## config.mk

```make
export PLATFORM = sky130hd
export DESIGN_NAME = fifo_rd_packer
export DESIGN_NICKNAME = d
export VERILOG_FILES = /design/src/rtl/fifo_rd_pkg.sv /design/src/rtl/fifo_rd_flush_timer.sv /design/src/rtl/fifo_rd_packer.sv
export SDC_FILE = /design/constraint.sdc
export NUM_CORES = 1
export LEC_CHECK = 0
export CAP_MARGIN = 40
export CORE_UTILIZATION = 32
export CTS_CLUSTER_DIAMETER = 150
export DETAILED_ROUTE_END_ITERATION = 10
export PLACE_DENSITY_LB_ADDON = 0.25
export SYNTH_ARGS = -nofsm -noshare
export SYNTH_HDL_FRONTEND = slang
export SYNTH_SLANG_ARGS = --single-unit
```

## constraint.sdc

```tcl
create_clock -name rclk -period 2.75 [get_ports rclk]
set_input_delay 0.825 -clock rclk [delete_from_list [all_inputs] [get_ports rclk]]
set_output_delay 0.825 -clock rclk [all_outputs]
set_load 0.02 [all_outputs]
```

## src/rtl/fifo_rd_pkg.sv

```systemverilog
// rtl/fifo_rd_pkg.sv - shared state encoding and width helpers for the FIFO read packer
package fifo_rd_pkg;

    typedef enum logic {
        FILL = 1'b0,
        HOLD = 1'b1
    } rd_state_e;

    // Bits needed to hold the value n (never less than one bit).
    function automatic int width_for(input int n);
        return (n < 1) ? 1 : $clog2(n + 1);
    endfunction

    localparam int DEF_BEATS        = 4;
    localparam int DEF_FLUSH_CYCLES = 16;
    localparam int CNT_W            = width_for(DEF_BEATS);
    localparam int TMR_W            = width_for(DEF_FLUSH_CYCLES);

endpackage

```

## src/rtl/fifo_rd_flush_timer.sv

```systemverilog
// rtl/fifo_rd_flush_timer.sv - idle counter that pulses expire after LIMIT enabled cycles
module fifo_rd_flush_timer
    import fifo_rd_pkg::*;
#(
    parameter int LIMIT = DEF_FLUSH_CYCLES,
    parameter int TMR_W = fifo_rd_pkg::TMR_W
) (
    input  logic clk,
    input  logic rst_n,
    input  logic clr,
    input  logic en,
    output logic expire
);

    logic [TMR_W-1:0] count;

    // Expire on the enabled cycle that brings the count up to LIMIT.
    assign expire = en && !clr && (count == TMR_W'(LIMIT - 1));

    // Count enabled idle cycles; clear has priority.
    always_ff @(posedge clk or negedge rst_n) begin
        if (!rst_n) begin
            count <= '0;
        end else if (clr) begin
            count <= '0;
        end else if (en) begin
            count <= count + 1'b1;
        end
    end

endmodule

```

## src/rtl/fifo_rd_packer.sv

```systemverilog
// rtl/fifo_rd_packer.sv - packs BEATS FIFO entries into one wide word; RD_PACK_FLUSH_EN adds idle flush
module fifo_rd_packer
    import fifo_rd_pkg::*;
#(
    parameter int DATA_SIZE    = 8,
    parameter int BEATS        = 4,
    parameter int FLUSH_CYCLES = 16
) (
    input  logic                       rclk,
    input  logic                       rrstn,
    input  logic                       rempty,
    input  logic [DATA_SIZE-1:0]       rdata,
    output logic                       rinc,
    output logic [DATA_SIZE*BEATS-1:0] out_data,
    output logic [BEATS-1:0]           out_keep,
    output logic                       out_valid,
    input  logic                       out_ready
);

    localparam int LANE_CNT_W = width_for(BEATS);
    localparam logic [LANE_CNT_W-1:0] LAST_LANE = LANE_CNT_W'(BEATS - 1);

    rd_state_e                        state;
    rd_state_e                        state_nxt;
    logic [LANE_CNT_W-1:0]            cnt;
    logic [BEATS-1:0][DATA_SIZE-1:0]  lanes;
    logic [BEATS-1:0]                 keep_q;
    logic                             hs;
    logic                             pop;
    logic                             last_lane;
    logic                             flush_expire;

    assign out_valid = (state == HOLD);
    assign hs        = out_valid && out_ready;
    // Back-pressure stops popping; a handshake frees the word so the same cycle may pop.
    assign pop       = !rempty && ((state == FILL) || hs);
    assign rinc      = pop && rrstn;
    assign last_lane = (cnt == LAST_LANE);
    assign out_data  = lanes;
    assign out_keep  = keep_q;

`ifdef RD_PACK_FLUSH_EN
    localparam int TMR_W_L = width_for(FLUSH_CYCLES);

    logic             tmr_en;
    logic             tmr_clr;
    logic [BEATS-1:0] partial_keep;

    assign tmr_en  = (state == FILL) && (cnt != '0) && rempty;
    // Holding the timer clear during HOLD guarantees a fresh count on entry to FILL.
    assign tmr_clr = pop || (state != FILL);

    fifo_rd_flush_timer #(
        .LIMIT (FLUSH_CYCLES),
        .TMR_W (TMR_W_L)
    ) u_flush_timer (
        .clk    (rclk),
        .rst_n  (rrstn),
        .clr    (tmr_clr),
        .en     (tmr_en),
        .expire (flush_expire)
    );

    // Keep mask for a flushed partial word: one bit per filled lane.
    always_comb begin
        partial_keep = '0;
        for (int i = 0; i < BEATS; i++) begin
            partial_keep[i] = (LANE_CNT_W'(i) < cnt);
        end
    end
`else
    assign flush_expire = 1'b0;
`endif

    // State register.
    always_ff @(posedge rclk or negedge rrstn) begin
        if (!rrstn) begin
            state <= FILL;
        end else begin
            state <= state_nxt;
        end
    end

    // Next state: word complete (or flushed) enters HOLD; handshake leaves it.
    always_comb begin
        state_nxt = state;
        case (state)
            FILL: begin
                if ((pop && last_lane) || flush_expire) begin
                    state_nxt = HOLD;
                end
            end
            HOLD: begin
                if (hs) begin
                    state_nxt = (pop && (BEATS == 1)) ? HOLD : FILL;
                end
            end
            default: state_nxt = FILL;
        endcase
    end

    // Lane fill, lane counter and keep mask.
    always_ff @(posedge rclk or negedge rrstn) begin
        if (!rrstn) begin
            lanes  <= '0;
            cnt    <= '0;
            keep_q <= '0;
        end else if ((state == HOLD) && hs) begin
            lanes  <= '0;
            keep_q <= '0;
            cnt    <= '0;
            if (pop) begin
                lanes[0] <= rdata;
                if (BEATS == 1) begin
                    keep_q <= '1;
                end else begin
                    cnt <= LANE_CNT_W'(1);
                end
            end
        end else if ((state == FILL) && pop) begin
            for (int i = 0; i < BEATS; i++) begin
                if (cnt == LANE_CNT_W'(i)) begin
                    lanes[i] <= rdata;
                end
            end
            if (last_lane) begin
                cnt    <= '0;
                keep_q <= '1;
            end else begin
                cnt <= cnt + 1'b1;
            end
        end
`ifdef RD_PACK_FLUSH_EN
        else if (flush_expire) begin
            keep_q <= partial_keep;
            cnt    <= '0;
        end
`endif
    end

endmodule
```

==> results.ini <==
[critical_path]
critical_path.startpoint_type=input port
end_kind=primary output
required_ns=1.93
critPathKind=in2out
crit_arrival_ns=1.73
path_max_fanout=2

[pwr]
finalPower_mw=2.71
seqPwrFrac_pct=35.0
clkPwrFrac_pct=13.2
p_int_mw=1.65
powerDensity_nw_per_um2=1150
p_leak_nw=1.09
p_sw_share_pct=39.1
p_switching_mw=1.06
worst_ir_drop_vdd_v=0.000528
comb_power_share_pct=51.8

[clock_tree]
cts.clk_slew.worst_paths_ns=0.07
cts-hold-fix-buffers=0
htreeDepth=2
cts_tree=done
clock_latency_ns=0.28
cts_inserted_buffers=5
cts-root-buf=clkbuf_8
cts_max_path_buffers=2
cts_sinks=37

[synth]
synth_compound_area_share_pct=10.5
syn_area_per_cell_um2=9.86
synth-adder-area-share_pct=2.90
yosysSeqAreaShare_pct=53.7
ys_types=27
synth_top_cell_area_share_pct=53.7
synth_area_leader_cell=dfrtp_1
syn_inst=175
ys_ff_latch=37
synth.area.mux_share_pct=4.64
yosys_warnings=0
synth_nets=191
yosys.area_share.simple_pct=20.6
synth_xor_area_share_pct=0
synth.area.top_cells=dfrtp_1 54%, nand2_1 13%, o21ai_0 6.4%
mappedNetlistArea_um2=1730
synth_top_family_by_area=simple AND/OR/NAND/NOR gates

[finish]
drive_gt1_share_pct=10.8
fillers=519
n_antenna_cell=0
multi_input_area_um2=667
layout_commonest_cell=nand2_1
layout_common_cells=59 x nand2_1, 47 x clkdlybuf4s50_1, 37 x dfrtp_1, 22 x o21ai_0
syn_to_final_growth_pct=36.4
instances_no_fill=301
final_core_util_pct=45.8
final_nets=246
final-seq-area_um2=926

[timing]
max_slew_margin_pct=67.9
hold_viol=0
tightest_slew_ns=0.481
fmax_ghz=0.391
rsz0062_at_grt=false
fin_crit_sh_pct=92.9
finClkSkew_ns=0.00273
drv_slew=0
tns_ns=0
fin_crit_ns=2.56
setup_slack_ns=0.194
finalSetupViolCount=0

[global_routing]
antenna_found_initial=0
grtUsageTotal_pct=15.5
grt_pass1_vias=1324
overflow=0
grt_busiest_layer=met2
grtUsageMet2_pct=23.1
grt_pass1_wl_um=6400
gr-usage-met1_pct=21.7
grt_max_degree=38
met3_usage_pct=3.84

[placement]
port_buffers=49
dp_cells=293
dp_hpwl_um=2740
place_congestion=0.766
post-place-ws_ns=-0.248

[status]
status=complete, no violations

[floorplanning]
fp.coreArea_um2=5140
dieArea_um2=5690
num_rows=26
die_h_um=75.4
die_x_um=75.4
io_pins=50
initial_core_util_pct=33.6

[route]
avgViaCountPerCell=4.41
avgRoutedWirePerCell_um=12.9
drtPass1Iterations=4
drcViolationCount=0
ant_nets=0
vias=1327
finalWirelength_um=3890
drt_iter0_markers=101

[hold_path]
hold_class=reg2reg

[flow_run]
maxCapViolCount=0

## critical path, stage by stage
cell	delay (ns)
clkdlybuf4s50_1	0.47
nor2b_1	0.06
nor3b_1	0.17
clkbuf_2	0.20
## cell type report
| cell class | instances | share of cell area [%] |
|---|---|---|
| Clock buffer | 8 | 3.40 |
| Inverter | 10 | 1.59 |
| Multi-Input combinational cell | 117 | 28.3 |
| Sequential cell | 37 | 39.3 |
| Tap cell | 70 | 3.72 |
| Timing Repair Buffer | 59 | 23.6 |
## worst paths after layout
kind / slack (ns) / start / cells after the start / to
worst max-delay path: 0.19 / out_ready / 4 / rinc
worst min-delay path: 0.52 / out_data[3] / 2 / out_data[3]
worst max register to register: 1.27 / cnt[0] / 4 / out_data[27]
worst min register to register: 0.52 / out_data[3] / 2 / out_data[3]
max in group asynchronous: 1.81 / rrstn / 2 / out_data[10]
min in group asynchronous: 0.59 / rrstn / 2 / out_valid
## routing by layer
metal | up-vias | part of all wire [%]
met5 | - | 0
met2 | 31 | 44
met3 | 7 | 4.3
met4 | 0 | 1.4
met1 | 619 | 50
li1 | 670 | -
## stage by stage
stage	area [um^2]	hold WS, ns
after detailed placement	2280	0.511
after global routing	2350	0.538
after CTS	2360	0.523
after global placement	2280	0.509
after floorplan	1730	0.519
final	2350	0.517
## state kept, by name (all words and copies together) (netlist names)
| name | cells |
|---|---|
| cnt | 3 |
| out_data | 32 |
| out_keep | 1 |
| out_valid | 1 |
## cell usage after synthesis
cell and number:
nand2_1 59, nor2_1 2, nand3_1 1, a21boi_2 1
or2_2 1, buf_4 4, nand2b_1 1, nor2b_1 2
inv_1 10, a21o_1 1, nor3_1 1, buf_2 1
buf_6 5, nor3b_1 1, o21ai_1 2, and2_1 1
clkbuf_1 1, dfrtp_1 37, a21oi_1 2, a22oi_1 1
a211oi_1 1, nor4b_4 3, ha_1 4, mux2i_1 8
o21ai_0 22, o21ai_2 2, nand2_2 1
## repair_timing
action / CTS / global route
hold endpoints to repair: 0 / 0
setup buffers: 0 / 0
gates cloned: 0 / 0
resized for setup: 1 / 3
endpoints found under the setup margin: 1 / 1
## power by group through the flow
stage	logic, mW	registers (mW)	clock network (mW)
after floorplan	0.530	1.23	0
after global placement	1.39	0.958	0
after detailed placement	1.41	0.959	0
after CTS	1.42	0.954	0.375
after global routing	1.54	0.985	0.397
final	1.40	0.949	0.357
## logic make-up (layout without fill, tap and decap cells)
family,after synthesis,in the layout
mux,8,8
buf+inv,21,77
fa+ha+maj,4,4
flops,37,37
compound gates,32,32
simple gates,73,73
No activity file was read; power rests on OpenSTA's default activity.
